## config.mk

```make
export PLATFORM = sky130hd
export DESIGN_NAME = pc_stack_unit
export DESIGN_NICKNAME = d
export VERILOG_FILES = /design/src/rtl/pc_stack_unit.sv
export SDC_FILE = /design/constraint.sdc
export NUM_CORES = 1
export LEC_CHECK = 0
export BUFFER_PORTS_ARGS = -buffer_cell sky130_fd_sc_hd__buf_2
export CAP_MARGIN = 10
export CORE_MARGIN = 5
export CORE_UTILIZATION = 25
export CTS_CLUSTER_SIZE = 30
export DETAILED_ROUTE_END_ITERATION = 16
export HOLD_SLACK_MARGIN = 0.08
export PLACE_DENSITY = 0.41
export SETUP_SLACK_MARGIN = 0.2
export SYNTH_ARGS = -nofsm -noshare
export SYNTH_HDL_FRONTEND = slang
export SYNTH_SLANG_ARGS = --single-unit
```

## constraint.sdc

```tcl
create_clock -name pcu_clk -period 1.92 [get_ports pcu_clk]
set_clock_uncertainty 0.05 [all_clocks]
set_input_delay 0.384 -clock pcu_clk [delete_from_list [all_inputs] [get_ports pcu_clk]]
set_output_delay 0.384 -clock pcu_clk [all_outputs]
set_load 0.02 [all_outputs]
```

## src/rtl/pc_stack_unit.sv

```systemverilog
// pc_stack_unit: program counter with a return-address stack.
// Executes INC/DEC/LOAD/BRANCH/CALL/RET in one cycle.
// CALL on a full stack and RET on an empty stack are refused and raise a sticky error.
module pc_stack_unit #(
    parameter int unsigned WIDTH     = 8,
    parameter int unsigned DEPTH     = 4,
    parameter logic [WIDTH-1:0] RESET_VAL = '0
) (
    input  logic                          pcu_clk,
    input  logic                          pcu_rst_n,
    input  logic                          pcu_en,
    input  logic [2:0]                    pcu_op,
    input  logic [WIDTH-1:0]              pcu_in,
    input  logic                          pcu_rd_en,
    input  logic                          pcu_err_clr,
    output logic [WIDTH-1:0]              pcu_out,
    output logic                          pcu_full,
    output logic                          pcu_empty,
    output logic [$clog2(DEPTH+1)-1:0]    pcu_level,
    output logic                          pcu_err
);

    localparam int unsigned LW = $clog2(DEPTH + 1);
    localparam int unsigned SW = (DEPTH > 1) ? $clog2(DEPTH) : 1;

    localparam logic [2:0] OP_HOLD   = 3'b000;
    localparam logic [2:0] OP_INC    = 3'b001;
    localparam logic [2:0] OP_DEC    = 3'b010;
    localparam logic [2:0] OP_LOAD   = 3'b011;
    localparam logic [2:0] OP_BRANCH = 3'b100;
    localparam logic [2:0] OP_CALL   = 3'b101;
    localparam logic [2:0] OP_RET    = 3'b110;

    logic [WIDTH-1:0] r_pc;
    logic [LW-1:0]    r_level;
    logic             r_err;
    logic [WIDTH-1:0] r_stack [DEPTH];

    logic [WIDTH-1:0] w_pc_plus1;
    logic [WIDTH-1:0] w_pc_minus1;
    logic [WIDTH-1:0] w_pc_branch;
    logic [WIDTH-1:0] w_tos;
    logic [SW-1:0]    w_push_idx;
    logic [SW-1:0]    w_pop_idx;
    logic             w_full;
    logic             w_empty;

    logic [WIDTH-1:0] w_pc_nxt;
    logic [LW-1:0]    w_level_nxt;
    logic             w_push;
    logic             w_fault;
    logic             w_err_nxt;

    // Arithmetic candidates and stack status derived from registered state
    always_comb begin
        w_pc_plus1  = r_pc + WIDTH'(1);
        w_pc_minus1 = r_pc - WIDTH'(1);
        // pcu_in already spans WIDTH bits, so its sign extension is itself;
        // the sum simply wraps modulo 2^WIDTH.
        w_pc_branch = r_pc + pcu_in;
        w_full      = (r_level == LW'(DEPTH));
        w_empty     = (r_level == LW'(0));
        w_push_idx  = SW'(r_level);
        w_pop_idx   = SW'(r_level - LW'(1));
        w_tos       = r_stack[w_pop_idx];
    end

    // Next PC, level and push/fault decode for the operation in flight
    always_comb begin
        w_pc_nxt    = r_pc;
        w_level_nxt = r_level;
        w_push      = 1'b0;
        w_fault     = 1'b0;
        if (pcu_en) begin
            case (pcu_op)
                OP_INC:    w_pc_nxt = w_pc_plus1;
                OP_DEC:    w_pc_nxt = w_pc_minus1;
                OP_LOAD:   w_pc_nxt = pcu_in;
                OP_BRANCH: w_pc_nxt = w_pc_branch;
                OP_CALL: begin
                    if (w_full) begin
                        w_fault = 1'b1;
                    end else begin
                        w_push      = 1'b1;
                        w_pc_nxt    = pcu_in;
                        w_level_nxt = r_level + LW'(1);
                    end
                end
                OP_RET: begin
                    if (w_empty) begin
                        w_fault = 1'b1;
                    end else begin
                        w_pc_nxt    = w_tos;
                        w_level_nxt = r_level - LW'(1);
                    end
                end
                default: begin
                    // HOLD and the reserved code leave everything unchanged
                    w_pc_nxt    = r_pc;
                    w_level_nxt = r_level;
                end
            endcase
        end
    end

    // Sticky error: a new fault wins over a simultaneous clear
    always_comb begin
        w_err_nxt = r_err;
        if (pcu_err_clr) begin
            w_err_nxt = 1'b0;
        end
        if (w_fault) begin
            w_err_nxt = 1'b1;
        end
    end

    // PC, stack level and error registers
    always_ff @(posedge pcu_clk or negedge pcu_rst_n) begin
        if (!pcu_rst_n) begin
            r_pc    <= RESET_VAL;
            r_level <= '0;
            r_err   <= 1'b0;
        end else begin
            r_pc    <= w_pc_nxt;
            r_level <= w_level_nxt;
            r_err   <= w_err_nxt;
        end
    end

    // Stack storage; contents above the level are don't-care, so no reset
    always_ff @(posedge pcu_clk) begin
        if (w_push) begin
            r_stack[w_push_idx] <= w_pc_plus1;
        end
    end

    // Output drive; rd_en gates only the visible PC
    always_comb begin
        pcu_out   = pcu_rd_en ? r_pc : '0;
        pcu_level = r_level;
        pcu_full  = w_full;
        pcu_empty = w_empty;
        pcu_err   = r_err;
    end

endmodule

```

==> results of run 1 <==
==> synthesized netlist by cell type (all sizes together) (2+ instances only) <==
cell type and instances:
or3 2, edfxtp 32, inv 6, buf 6, xnor2 10, nand3b 2, mux2i 3, and3 4
nand2b 10, o22ai 4, clkbuf 3, nor2b 3, a22oi 3, dfrtp 12, mux4 8, nand2 14
a211oi 3, xor2 5, o21ai 9, a21o 4, nor3 2, nand3 6, o2111ai 2, a21oi 12
nor2 11, and2 14, a31oi 4, ha 15, o21a 2
==> state kept, by name (all words and copies together) (netlist names) <==
signal,count
r_stack,32
pcu_level,3
r_pc,8
pcu_err,1
==> metal layers <==
metal	share of wire, %	track usage (%)	up-vias	wire, um
met1	46	15.0	1032	3440
li1	-	-	1017	-
met2	50	20.3	28	3720
met3	1.9	1.68	12	140
met5	0	0	-	0
met4	1.7	3.91	0	123
==> per-stage QoR <==
step / cell area (sq um) / total power [mW]
floorplan: 2860 / 2.96
global placement: 3430 / 3.92
detailed placement: 3430 / 3.91
CTS: 3630 / 4.68
global route: 3750 / 5.11
finish: 3750 / 4.78
==> final cells by class <==
cell class                 instances  area share (%)
multi-input combinational        169            41.9
clock buffer                       6            1.93
inverter                           6           0.667
timing repair buffer              86            16.7
clock inverter                     2           0.433
sequential                        44            33.7
tap                              140            4.67
==> power by group through the flow <==
stage / sequential (mW) / combinational, mW / clock [mW]
global placement: 1.42 / 2.50 / 0
global route: 1.41 / 3.04 / 0.657
finish: 1.40 / 2.80 / 0.589
CTS: 1.40 / 2.66 / 0.623
detailed placement: 1.42 / 2.49 / 0
floorplan: 1.47 / 1.49 / 0
==> worst paths after layout <==
kind | from | to | slack (ns) | cells after the start
max | pcu_op[0] | r_pc[2] | -0.11 | 11
min | pcu_err_clr | pcu_err | 0.32 | 3
max reg2reg | r_pc[0] | r_pc[2] | -0.01 | 8
min reg2reg | pcu_err | pcu_err | 0.47 | 1
max in group asynchronous | pcu_rst_n | pcu_level[0] | 1.09 | 2
min in group asynchronous | pcu_rst_n | pcu_err | 0.46 | 2
==> worst reg2reg max path: cells and delay by family, from the launching register on <==
kind / cells / cell delay (ns)
buffers and inverters: 2 / 0.24
xor gates and xnor gates: 1 / 0.13
muxes: 1 / 0.20
AOI/OAI and AO/OA: 2 / 0.27
adders and majority gates: 2 / 0.53
DFF: 1 / 0.40
==> kinds of logic after synthesis <==
kind of cell | count (synthesis) | synth area share [%]
XOR/XNOR | 15 | 4.79
adder cells (fa/ha/maj) | 16 | 7.57
flip-flops | 44 | 46.0
multiplexers | 11 | 7.66
buffers and inverters | 15 | 3.37
AND/OR/NAND/NOR | 74 | 16.6
AO/OA/AOI/OAI | 53 | 14.0
==> what timing repair did <==
item	CTS	global route
hold endpoints to repair	12	0
resized for setup	22	15
pin swaps	3	11
buffers inserted	5	5
hold buffers	1	0
endpoints found under the setup margin	51	58
==> flow_metrics.tcl, run 1 <==
set metrics [dict create \
    antenna_found_initial 0 \
    synth_nets 260 \
    synthFlopType "edfxtp_1" \
    violations "negative setup slack" \
    stdcell_count 453 \
    grt_overflow 0 \
    synth-seq-cells 44 \
    p_sw_share_pct 38.3 \
    syn_area_per_cell_sq_um 12.0 \
    synth-edff-count 32 \
    switchingPower_mw 1.83 \
    period_needed_ns 2.03 \
    fp.dieW_um 115 \
    hp-class "input port to flop" \
    dp_hpwl_mm 5.67 \
    power.share.clock_pct 12.3 \
    fmax_mhz 493 \
    grt_pass1_vias 2128 \
    cp_slowest_stage_delay_ns 0.33 \
    status "finished with violations" \
    drc 0 \
    postRouteAntennaNets 0 \
    crit_path_end_kind "flop" \
    cts_sinks 44 \
    layout.area.seq_sq_um 1260 \
    antenna_cells 0 \
    drt-vias-per-instance 4.61 \
    fillerInstances 1092 \
    maxCapViolations 0 \
    die_h_um 115 \
    p_per_area_nw_per_um2 1270 \
    nNetsFinal 344 \
    hold_viol 0 \
    yosys_warnings 0 \
    wl_mm 7.42 \
    cts-root-buf "clkbuf_8" \
    layout_commonest_cell "buf_4" \
    ys_seq_area_share_pct 46.0 \
    setup_viol 4 \
    grt_pass1_wl_mm 11.6 \
    power_frac_comb_pct 58.5 \
    yosys.area.top_type_share_pct 35.0 \
    p_leak_nw 1.45 \
    wl_per_cell_um 16.4 \
    synthTopCellsByArea "edfxtp_1 35%, dfrtp_1 11%, ha_1 6.8%, mux4_2 6.6%, xnor2_1 3.2%" \
    dp_cells 434 \
    worstPathArrival_ns 2.17 \
    start_kind "input port" \
    dr.pass1.iters 4 \
    peakVddDrop_uv 450 \
    dpl_worst_slack_ns -0.428 \
    multi_input_area_sq_um 1570 \
    fin_crit_sh_pct 106 \
    portBuffers 29 \
    area_growth_pct 36.8 \
    power_report.internal_total_mw 2.95 \
    p_seq_share_pct 29.2 \
    mostFrequentLayoutCells "50 x buf_4, 32 x edfxtp_1, 25 x buf_2, 14 x nand2_1" \
    relSlewSlack_pct 78.2 \
    critPathKind "input port to flop" \
    grt_max_degree 23 \
    initial_core_util_pct 25.4 \
    io_pins 30 \
    synthArstFlopShare_pct 27.3 \
    clock_latency_ns 0.29 \
    grt_use_total_pct 11.7 \
    path_clk_slew_ns 0.09 \
    clock_path_buffers 2 \
    worst_slack_ns -0.108 \
    synth.distinct_cells 60 \
    first_iter_violations 69 \
    rsz0062_at_grt "yes" \
    cpLargestDelayFamily "adder cells" \
    cp_max_fo 4 \
    path_buf_inv 3 \
    cts-buffers-inserted 5 \
    whs_ns 0.321 \
    cp.required_ns 2.07 \
    tns_ns -0.233 \
    cp_slowest_cell "fa_2" \
    worstPathCellList "buf_8, nor3b_4, nand2b_1, ha_2, fa_2, buf_4, buf_6, xor2_1, mux2i_1, a211oi_1, a21o_1" \
    synth_top_area_cell "edfxtp_1" \
    gp_congestion 0.793 \
    netlist_instances 228 \
    drive_gt1_share_pct 47.6 \
    cts_tree "built" \
    h-tree-depth 2 \
    tightest_slew_ns 0.326 \
    num_vias 2089 \
    die-area_sq_um 13200 \
    core.rowCount 38 \
    report.final.slew_viol_count 0 \
    finalCoreUtilization_pct 34.8 \
    core_area_sq_um 10800 \
    syn-cell-area_sq_um 2740 \
]
Note: power is estimated with default switching activity, not from simulation.
==> inputs of run 2 (changes only) <==
SKIP_CTS_REPAIR_TIMING = 1   (was not set)
==> flow_metrics.tcl, run 2 (synthesis gave the netlist of run 1 again) <==
set metrics [dict create \
    design_area_sq_um 3670 \
    gp_congestion 0.793 \
    relSlewSlack_pct 74.9 \
    crit_path_end_kind "flop" \
    maxCapViolations 0 \
    status "finished with violations" \
    grt_use_total_pct 11.5 \
    worstPathArrival_ns 2.17 \
    mostFrequentLayoutCells "46 x buf_4, 32 x edfxtp_1, 25 x buf_2, 14 x nand2_1, 10 x dfrtp_1" \
    core_area_sq_um 10800 \
    nNetsFinal 337 \
    dr.pass1.iters 4 \
    use_met2_pct 19.6 \
    wl_per_cell_um 16.6 \
    clock_path_buffers 2 \
    clock_latency_ns 0.30 \
    dp_hpwl_mm 5.67 \
    grt_use_met3_pct 1.68 \
    postRouteAntennaNets 0 \
    die-area_sq_um 13200 \
    grt_pass1_wl_mm 11.4 \
    die_h_um 115 \
    io_pins 30 \
    holdPathStages 3 \
    grt_overflow 0 \
    fillerInstances 1104 \
    regMostFlops "r_stack" \
    first_iter_violations 53 \
    fmax_mhz 491 \
    peakVddDrop_uv 432 \
    drc 0 \
    worstPathCellList "buf_6, nor3b_4, nand2b_1, ha_2, fa_2, a21o_1, a21oi_2, xnor2_1, a22oi_1, a31oi_1" \
    period_needed_ns 2.04 \
    layout.area.seq_sq_um 1260 \
    h-tree-depth 2 \
    cts_tree "built" \
    p_leak_nw 1.41 \
    hold_start "pcu_err_clr" \
    grt_pass1_vias 2069 \
    regToRegStartpoint "r_pc[0]" \
    largest_reg_flops 32 \
    fin_crit_sh_pct 106 \
    r2r_slack_ns -0.02 \
    cts-root-buf "clkbuf_8" \
    antenna_cells 0 \
    path_clk_slew_ns 0.09 \
    worst_slack_ns -0.117 \
    cp.required_ns 2.05 \
    core.rowCount 38 \
    critPathKind "input port to flop" \
    cp_max_fo 4 \
    violations "negative setup slack" \
    antenna_found_initial 0 \
    cp_slowest_cell "fa_2" \
    cts-buffers-inserted 5 \
    rr_endpoint "r_pc[4]" \
    drive_gt1_share_pct 45.4 \
    grt_use_met1_pct 15.1 \
    r2r_cells 7 \
    grt_max_degree 23 \
    whs_endpoint "pcu_err" \
    start_kind "input port" \
    wl_mm 7.40 \
    initial_core_util_pct 25.4 \
    p_per_area_nw_per_um2 1260 \
    multi_input_area_sq_um 1560 \
    hp-class "input port to flop" \
    drt-vias-per-instance 4.61 \
    dpl_cell_area_sq_um 3430 \
    report.final.slew_viol_count 0 \
    portBuffers 29 \
    hold_viol 0 \
    busiest_layer "met2" \
    cts_sinks 44 \
    layout_commonest_cell "buf_4" \
    whs_ns 0.320 \
    cp_slowest_stage_delay_ns 0.36 \
    area_growth_pct 33.7 \
    num_vias 2058 \
    fp.dieW_um 115 \
    rsz0062_at_grt "yes" \
    setup_viol 5 \
    tightest_slew_ns 0.376 \
]
[run 2: worst max path at each step]
stage	from	to	slack, ns	cells past startpoint
global placement	pcu_op[0]	r_pc[4]	-0.41	10
floorplan	pcu_op[0]	r_pc[4]	-0.39	10
global route	pcu_op[1]	r_pc[4]	-0.23	10
finish	pcu_op[1]	r_pc[4]	-0.12	10
detailed placement	pcu_op[0]	r_pc[4]	-0.43	10
CTS	pcu_op[0]	r_pc[7]	-0.12	10
[run 2: layout make-up]
type / count / area share [%]
tap: 140 / 4.78
inverter: 6 / 0.682
multi-input combinational: 169 / 42.4
clock buffer: 6 / 1.98
timing repair buffer: 79 / 15.3
sequential: 44 / 34.5
clock inverter: 2 / 0.444
[run 2: per-layer routing]
layer / vias up / share of wire, %
met1: 1004 / 46
met3: 12 / 2.1
met2: 32 / 50
met5: - / 0
li1: 1010 / -
met4: 0 / 1.7
[run 2: power breakdown]
group	leakage, nW	internal, mW	switching, mW
logic	0.941	1.32	1.31
clock network	0.0414	0.259	0.332
registers	0.427	1.27	0.135
[run 2: stage by stage]
stage | TNS [ns] | cells | worst slack, ns | power [mW] | util (%)
floorplan | -1.82 | 228 | -0.394 | 2.96 | -
global route | -0.856 | 446 | -0.233 | 4.95 | 34.0
CTS | -0.417 | 442 | -0.116 | 4.53 | 32.6
global placement | -5.04 | 434 | -0.409 | 3.92 | 31.8
finish | -0.294 | 446 | -0.117 | 4.62 | 34.0
detailed placement | -4.67 | 434 | -0.428 | 3.91 | 31.8
[run 2: critical path: cells and delay by family]
| kind | cells | cell delay (ns) |
|---|---|---|
| AOI/OAI and AO/OA | 4 | 0.71 |
| adders and majority gates | 2 | 0.55 |
| and+or+nand+nor | 2 | 0.32 |
| buffers and inverters | 1 | 0.10 |
| xor gates and xnor gates | 1 | 0.10 |
==> inputs of run 3 (changes only) <==
CTS_CLUSTER_SIZE = not set   (was 30)
REMOVE_ABC_BUFFERS = 1   (was not set)
==> flow_metrics.tcl, run 3 (synthesis gave the netlist of run 1 again) <==
set metrics [dict create \
    p_sw_share_pct 37.4 \
    power_frac_comb_pct 56.0 \
    nNetsFinal 344 \
    drc 0 \
    dr.pass1.iters 4 \
    rsz0062_at_grt "yes" \
    grt_max_degree 23 \
    drt-vias-per-instance 4.53 \
    cts_tree "built" \
    largest_reg_flops 32 \
    die-area_sq_um 13200 \
    p_per_area_nw_per_um2 1260 \
    die_h_um 115 \
    portBuffers 29 \
    switchingPower_mw 1.83 \
    antenna_cells 0 \
    r2r_slack_ns -0.05 \
    fmax_mhz 500 \
    clock_path_buffers 2 \
    critPathKind "input port to flop" \
    dp_hpwl_mm 5.69 \
    first_iter_violations 76 \
    status "finished with violations" \
    crit_start "pcu_op[1]" \
    start_kind "input port" \
    h-tree-depth 2 \
    tns_ns -0.281 \
    cp_max_fo 3 \
    clock_latency_ns 0.30 \
    antenna_found_initial 0 \
    p_seq_share_pct 28.4 \
    setup_viol 5 \
    violations "negative setup slack" \
    postRouteAntennaNets 0 \
    cts-buffers-inserted 5 \
    fp.dieW_um 115 \
    relSlewSlack_pct 75.6 \
    regMostFlops "r_stack" \
    mostFrequentLayoutCells "43 x buf_4, 32 x edfxtp_1, 24 x buf_2, 15 x buf_6, 14 x nand2_1" \
    area_growth_pct 41.5 \
    worst_slack_ns -0.0791 \
    hp-class "input port to flop" \
    maxCapViolations 0 \
    p_leak_nw 1.50 \
    total_power_mw 4.89 \
    dpl_worst_slack_ns -0.627 \
    power_report.internal_total_mw 3.06 \
    num_vias 2051 \
    cp.required_ns 2.11 \
    hold_start "pcu_err_clr" \
    path_clk_slew_ns 0.10 \
    wl_per_cell_um 16.7 \
    dpl_cell_area_sq_um 3390 \
    core.rowCount 38 \
    cts_sinks 44 \
    hold_viol 0 \
    grt_pass1_wl_mm 11.6 \
    layout_commonest_cell "buf_4" \
    io_pins 30 \
    fin_crit_sh_pct 104 \
    grt_overflow 0 \
    drive_gt1_share_pct 49.8 \
    tightest_slew_ns 0.363 \
    initial_core_util_pct 25.4 \
    grt_pass1_vias 2082 \
    period_needed_ns 2.00 \
    worstPathArrival_ns 2.19 \
    crit_path_end_kind "flop" \
    design_area_sq_um 3880 \
    peakVddDrop_uv 418 \
    grt_use_total_pct 11.5 \
    cts-root-buf "clkbuf_8" \
    core_area_sq_um 10800 \
    report.final.slew_viol_count 0 \
    wl_mm 7.56 \
    gp_congestion 0.777 \
    power.share.clock_pct 15.6 \
    regToRegStartpoint "r_pc[0]" \
]
run 3: changes by cell type in the layout (fill, tap and decap cells not counted), moves of 2 or more:
cell      previous run  this run
buf_6                7        15
buf_4               46        43
ha_4                 4         7
nor2_2               2         5
buf_12               0         2
ha_1                 9         7
nand2b_1             9         7
nand2b_4             1         3
nor2_1               8         6
run 3: layout make-up:
| cell class | count | area (sq um) |
|---|---|---|
| Clock buffer | 5 | 68.8 |
| Clock inverter | 3 | 50.0 |
| Fill cell | 1078 | 6910 |
| Inverter | 6 | 22.5 |
| Multi-Input combinational cell | 169 | 1630 |
| Sequential cell | 44 | 1260 |
| Tap cell | 140 | 175 |
| Timing Repair Buffer | 86 | 677 |
run 3: power by group through the flow:
stage / clock network [mW] / logic [mW] / registers (mW)
3_3_place_gp: 0 / 2.34 / 1.38
4_1_cts: 0.798 / 2.35 / 1.35
6_report: 0.761 / 2.74 / 1.39
2_1_floorplan: 0 / 1.23 / 1.50
3_5_place_dp: 0 / 2.33 / 1.38
5_1_grt: 0.835 / 3.00 / 1.41
run 3: stage by stage:
stage | hold slack, ns | cells | util, %
3_3_place_gp | 0.265 | 438 | 31.5
4_1_cts | -0.0730 | 446 | 32.6
3_5_place_dp | 0.266 | 438 | 31.5
6_report | 0.314 | 453 | 36.0
2_1_floorplan | 0.0384 | 219 | -
5_1_grt | 0.309 | 453 | 36.0
run 3: metal layers:
metal  track usage [%]  up-vias  part of all wire, %
met2              19.8       27                   50
met4              1.88        0                 0.30
met3              2.21        2                  3.3
met1              15.5     1001                   46
li1                  -     1021                    -
met5                 0        -                    0
run 3: final timing paths:
path,endpoint,cells past startpoint
setup / recovery,r_pc[6],10
hold / removal,pcu_err,3
setup reg to reg,r_pc[6],7
hold reg to reg,pcu_err,1
max in group asynchronous,r_pc[1],2
min in group asynchronous,pcu_err,2
run 3: worst max-delay path, stage by stage:
cell and delay [ns]:
buf_8 0.10, nor3b_4 0.21, nand2b_1 0.09, ha_2 0.19, fa_2 0.36, a21o_1 0.23, a221oi_2 0.25, xnor2_1 0.16
nand2_1 0.09, a21oi_2 0.13
